<file path="src/rtl/cmem_arbiter.sv">
// Serialises CPU fetch (a) and data (b) cmem ports onto one pmem port; responds to both together.
// Latency: IDLE -> pmem request next cycle; cmem_resp one cycle after the last pmem_resp.
// Backpressure: cmem requests are held until resp; pmem requests are held until pmem_resp.
module cmem_arbiter #(
  parameter int ADDR_W = 32,
  parameter int DATA_W = 32
) (
  input  logic                clk,
  input  logic                reset,
  input  logic                cmem_read_a,
  input  logic [ADDR_W-1:0]   cmem_address_a,
  output logic                cmem_resp_a,
  output logic [DATA_W-1:0]   cmem_rdata_a,
  input  logic                cmem_read_b,
  input  logic                cmem_write_b,
  input  logic [DATA_W/8-1:0] cmem_byte_enable_b,
  input  logic [ADDR_W-1:0]   cmem_address_b,
  input  logic [DATA_W-1:0]   cmem_wdata_b,
  output logic                cmem_resp_b,
  output logic [DATA_W-1:0]   cmem_rdata_b,
  output logic                pmem_read,
  output logic                pmem_write,
  output logic [ADDR_W-1:0]   pmem_address,
  output logic [DATA_W-1:0]   pmem_wdata,
  output logic [DATA_W/8-1:0] pmem_byte_enable,
  input  logic                pmem_resp,
  input  logic [DATA_W-1:0]   pmem_rdata
);

  typedef enum logic [1:0] {IDLE, MEM_A, MEM_B, RESP} state_t;

  state_t              state, state_n;
  logic                pend_a, pend_b, done_a, done_b;
  logic                pend_a_n, pend_b_n, done_a_n, done_b_n;
  logic                lat_a, lat_b, cap_a, cap_b;
  logic [ADDR_W-1:0]   la_addr;
  logic                lb_read, lb_write;
  logic [ADDR_W-1:0]   lb_addr;
  logic [DATA_W-1:0]   lb_wdata;
  logic [DATA_W/8-1:0] lb_be;
  logic [DATA_W-1:0]   buf_a, buf_b;
  logic                req_b, match_a, match_b, all_match;
  logic                mem_a, mem_b_rd, mem_b_wr;

  assign req_b = cmem_read_b | cmem_write_b;

  // A port matches when it is not pending or its live request equals what was latched.
  // Write data and enables only matter for writes.
  assign match_a = !pend_a || (cmem_read_a && (cmem_address_a == la_addr));
  assign match_b = !pend_b ||
                   ((cmem_read_b == lb_read) && (cmem_write_b == lb_write) &&
                    (cmem_address_b == lb_addr) &&
                    (!cmem_write_b || ((cmem_wdata_b == lb_wdata) && (cmem_byte_enable_b == lb_be))));
  assign all_match = match_a && match_b;

  // State register.
  always_ff @(posedge clk) begin
    if (reset) state <= IDLE;
    else       state <= state_n;
  end

  // Next-state, flag updates and latch/capture strobes.
  always_comb begin
    state_n  = state;
    pend_a_n = pend_a;
    pend_b_n = pend_b;
    done_a_n = done_a;
    done_b_n = done_b;
    lat_a    = 1'b0;
    lat_b    = 1'b0;
    cap_a    = 1'b0;
    cap_b    = 1'b0;
    case (state)
      IDLE: begin
        if (cmem_read_a || req_b) begin
          lat_a    = cmem_read_a;
          lat_b    = req_b;
          pend_a_n = cmem_read_a;
          pend_b_n = req_b;
          done_a_n = 1'b0;
          done_b_n = 1'b0;
          state_n  = req_b ? MEM_B : MEM_A;
        end
      end
      MEM_A: begin
        if (pmem_resp) begin
          cap_a    = 1'b1;
          done_a_n = 1'b1;
          state_n  = (pend_b && !done_b) ? MEM_B : RESP;
        end
      end
      MEM_B: begin
        if (pmem_resp) begin
          cap_b    = 1'b1;
          done_b_n = 1'b1;
          state_n  = (pend_a && !done_a) ? MEM_A : RESP;
        end
      end
      RESP: begin
        if (all_match) begin
          state_n = IDLE;
        end else begin
          // A changed request is re-served; a withdrawn one is dropped.
          if (!match_a) begin
            if (cmem_read_a) begin
              lat_a    = 1'b1;
              done_a_n = 1'b0;
            end else begin
              pend_a_n = 1'b0;
            end
          end
          if (!match_b) begin
            if (req_b) begin
              lat_b    = 1'b1;
              done_b_n = 1'b0;
            end else begin
              pend_b_n = 1'b0;
            end
          end
          if (pend_b_n && !done_b_n)      state_n = MEM_B;
          else if (pend_a_n && !done_a_n) state_n = MEM_A;
          else if (pend_a_n || pend_b_n)  state_n = RESP;
          else                            state_n = IDLE;
        end
      end
      default: state_n = IDLE;
    endcase
  end

  // Flags, request latches and read buffers.
  always_ff @(posedge clk) begin
    if (reset) begin
      pend_a   <= 1'b0;
      pend_b   <= 1'b0;
      done_a   <= 1'b0;
      done_b   <= 1'b0;
      la_addr  <= '0;
      lb_read  <= 1'b0;
      lb_write <= 1'b0;
      lb_addr  <= '0;
      lb_wdata <= '0;
      lb_be    <= '0;
      buf_a    <= '0;
      buf_b    <= '0;
    end else begin
      pend_a <= pend_a_n;
      pend_b <= pend_b_n;
      done_a <= done_a_n;
      done_b <= done_b_n;
      if (lat_a) la_addr <= cmem_address_a;
      if (lat_b) begin
        lb_read  <= cmem_read_b;
        lb_write <= cmem_write_b;
        lb_addr  <= cmem_address_b;
        lb_wdata <= cmem_wdata_b;
        lb_be    <= cmem_byte_enable_b;
      end
      if (cap_a) buf_a <= pmem_rdata;
      if (cap_b) buf_b <= pmem_rdata;
    end
  end

  assign mem_a    = (state == MEM_A);
  assign mem_b_rd = (state == MEM_B) && lb_read;
  assign mem_b_wr = (state == MEM_B) && lb_write;

  // pmem is driven only from latched values, so it stays stable for the whole transaction.
  always_comb begin
    pmem_read        = mem_a || mem_b_rd;
    pmem_write       = mem_b_wr;
    pmem_address     = '0;
    pmem_wdata       = '0;
    pmem_byte_enable = '0;
    if (mem_a) begin
      pmem_address     = la_addr;
      pmem_byte_enable = '1;
    end else if (mem_b_rd || mem_b_wr) begin
      pmem_address     = lb_addr;
      pmem_byte_enable = mem_b_wr ? lb_be : '1;
      pmem_wdata       = mem_b_wr ? lb_wdata : '0;
    end
  end

  assign cmem_resp_a  = (state == RESP) && all_match && pend_a;
  assign cmem_resp_b  = (state == RESP) && all_match && pend_b;
  assign cmem_rdata_a = buf_a;
  assign cmem_rdata_b = buf_b;

endmodule
</file>
<file path="config.mk">
export PLATFORM = sky130hd
export DESIGN_NAME = cmem_arbiter
export DESIGN_NICKNAME = d
export VERILOG_FILES = /design/src/rtl/cmem_arbiter.sv
export SDC_FILE = /design/constraint.sdc
export NUM_CORES = 1
export LEC_CHECK = 0
export ABC_AREA = 1
export CAP_MARGIN = 20
export CORE_ASPECT_RATIO = 0.7
export CORE_MARGIN = 2
export CORE_UTILIZATION = 42
export CTS_CLUSTER_DIAMETER = 80
export DETAILED_ROUTE_END_ITERATION = 12
export PLACE_DENSITY = 0.73
export SYNTH_ARGS = -nofsm -noshare
export SYNTH_HDL_FRONTEND = slang
export SYNTH_SLANG_ARGS = --single-unit
</file>
<file path="constraint.sdc">
create_clock -name clk -period 2 [get_ports clk]
set_input_delay 0.4 -clock clk [delete_from_list [all_inputs] [get_ports clk]]
set_output_delay 0.4 -clock clk [all_outputs]
set_load 0.02 [all_outputs]
</file>
==> results.cfg <==
[detailed_routing]
dr_total_vias = 10200
wl_per_cell_um = 18.0
drc = 0
final_antenna_net_count = 0
drtIter0Drc = 948
drt_wl_total_um = 34300
firstDrtPassIters = 5
via_per_inst = 5.35

[clocking]
cts.htree.levels = 4
cts_buffers = 17
cts_root_buffer = clkbuf_16
clkTransAtPathRegs_ps = 80
cts_hold_buffers = 0
ctsLongestPathBuffers = 2
cts_sinks = 172
clk_latency_ps = 440
cts_tree = done

[hold_path]
holdPathEnd = la_addr[25]
hold_path_depth = 3
hp-start = cmem_address_a[25]
hold_class = input port to register

[global_route]
track_usage_pct = 27.9
gr-total-overflow = 0
grt_pass1_vias = 9290
grt_pass1_wl_um = 47300
antenna_found_initial = 4
grt_start_max_net_pins = 56

[power]
powerDensity_nw_per_um2 = 1540
p_int_mw = 13.0
pwr-share-comb_pct = 61.1
seqPwrFrac_pct = 24.1
p_clk_share_pct = 14.8
power_leakage_nw = 6.29
peakVddDrop_uv = 861
switching_power_mw = 10.0
p_total_mw = 23.0
sw_frac_of_total_pct = 43.4

[die]
fp.dieH_um = 123
row_count = 43
die-area_um2 = 21300
start_util_pct = 42.8
coreArea_um2 = 19700
ios = 274
die_w_um = 174

[logic_synthesis]
ys_seq_area_share_pct = 40.7
syn_area_um2 = 8450
synth_commonest_cells = nor2_1 (212), dfxtp_1 (172), o21ai_0 (169)
synth_fp_nets = 1352
synth_cell_type_count = 31
synth.avg_cell_area_um2 = 6.99
synth_most_common_cell = nor2_1
ys_warn_count = 0
synth_top_area_share_pct = 40.7
synth-async-reset-ratio_pct = 0
synth_area_leaders = dfxtp_1 (41%), o21ai_0 (10%), nor2_1 (9.4%)
synth_edf_count = 0
ys.flop_type = dfxtp_1
synthCells = 1210
yosys_register_bits = 172
synth_area_leader_cell = dfxtp_1

[timing]
finalSetupTns_ps = -61320
drv_slew = 0
hold_viol = 0
slew_headroom_pct = 56.8
fin_crit_sh_pct = 134
rsz0062_at_grt = yes
period_needed_ps = 2690
max_clock_freq_ghz = 0.372
tightest_slew_ps = 642
setup_slack_ps = -689
clock_skew_ps = 13.1
setup_violations = 166

[critical_path]
cp_num_cells = 13
cp_slowest_cell = clkdlybuf4s50_1
cp.arrival_ps = 2290
r2r_setup_slack_ps = -610
cp_max_fo = 3
r2r-end = lb_addr[24]
slowest_delay_ps = 490
cp.required_ps = 1600
critPathTopFamily = simple AND/OR/NAND/NOR gates
worst_r2r_path_depth = 17
setup.worst_path.start_class = input port
end_kind = output pin
path_buf_inv = 3
r2r-start = lb_addr[7]
path_cells = clkdlybuf4s50_1 -> xor2_1 -> nor2_1 -> nand2_1 -> nor2_2 -> nand3_2 -> nor2_2 -> nand2_2 -> nand2_2 -> buf_6 -> nand3_4 -> nor2_4 -> buf_6
crit_type = input port to output pin

[cells_and_area]
drive_gt1_share_pct = 33.5
area_growth_pct = 77.0
finalNetCount = 1761
utilization_pct = 75.8
finalInstanceArea_um2 = 15000

[place]
dpl.hpwl_um = 20100
dp_slack_ps = -1020
placed_area_um2 = 12300
routabilityCongestion = 0.902
io_buffers = 273

[outcome]
violations = setup timing
status = finished, violations left

[flow_run]
maxCapViolations = 0
==> kinds of logic (layout without fill, tap and decap cells) <==
group / after synthesis / after routing / synth area share, %
other: 0 / 2 / 0
flip-flops: 172 / 172 / 40.7
adder cells (fa/ha/maj): 4 / 4 / 0.592
buffers and inverters: 162 / 583 / 7.98
AO/OA/AOI/OAI: 262 / 262 / 16.1
AND/OR/NAND/NOR: 534 / 535 / 26.7
XOR/XNOR: 76 / 76 / 7.87
==> flip-flops by register name, indices dropped and copies added, names as in the netlist, 2 cells and up <==
register	flops
lb_be	4
la_addr	32
cmem_rdata_a	32
state	2
lb_wdata	32
cmem_rdata_b	32
lb_addr	32
==> what timing repair did <==
action | in CTS | in global routing
setup buffers | 25 | 22
gates cloned | 15 | 6
pin swaps | 71 | 70
resized for setup | 622 | 268
setup endpoints to repair | 180 | 180
==> layer usage <==
layer | GRT usage (%) | vias up | share of wire, %
met1 | 35.8 | 4853 | 42
met4 | 9.43 | 4 | 2.7
met3 | 7.74 | 93 | 8.5
met5 | 0 | - | 0.064
li1 | - | 4750 | -
met2 | 45.5 | 479 | 47
==> how the worst max path moves through the flow <==
stage	endpoint	startpoint
after floorplan	pmem_byte_enable[0]	state[1]
after global placement	cmem_resp_b	cmem_wdata_b[25]
after detailed placement	cmem_resp_b	cmem_address_a[22]
after CTS	cmem_resp_a	la_addr[2]
after global routing	cmem_resp_a	lb_addr[7]
final	cmem_resp_a	cmem_address_b[11]
==> cells in the final DEF (no fill, tap or decap), types with 52 or more instances in the layout <==
cell type        Yosys  layout
dfxtp_1            172     159
inv_1               90      82
a21oi_2             10      52
nand2_1            165     138
buf_4                0     135
nand3_1             83      61
clkdlybuf4s50_1      0     139
o21ai_0            169     102
nor2_1             212     199
==> layout make-up <==
type | instances | area [µm²]
clock buffer | 17 | 425
antenna | 2 | 5.00
timing repair buffer | 458 | 4670
inverter | 93 | 355
tap | 270 | 338
clock inverter | 15 | 169
fill | 1370 | 4780
multi-input combinational | 877 | 5540
sequential | 172 | 3460
==> power groups by stage <==
stage                     Combinational (mW)  Clock, mW  Sequential (mW)
after detailed placement                9.07          0             5.49
after CTS                               12.0       3.41             5.47
after global routing                    14.8       3.55             5.69
final                                   14.1       3.40             5.56
after floorplan                         4.85          0             5.77
after global placement                  8.93          0             5.44
==> per-stage QoR <==
stage | instances | hold WS [ps]
floorplan | 1210 | 442
global placement | 1813 | 454
detailed placement | 1813 | 456
CTS | 1884 | 379
global route | 1903 | 304
finish | 1904 | 299
==> worst min-delay path, cell delays in order <==
cell            delay, ps
dlymetal6s2s_1        120
o21ai_1                90
a21oi_1               100
No activity file was read; power rests on OpenSTA's default activity.
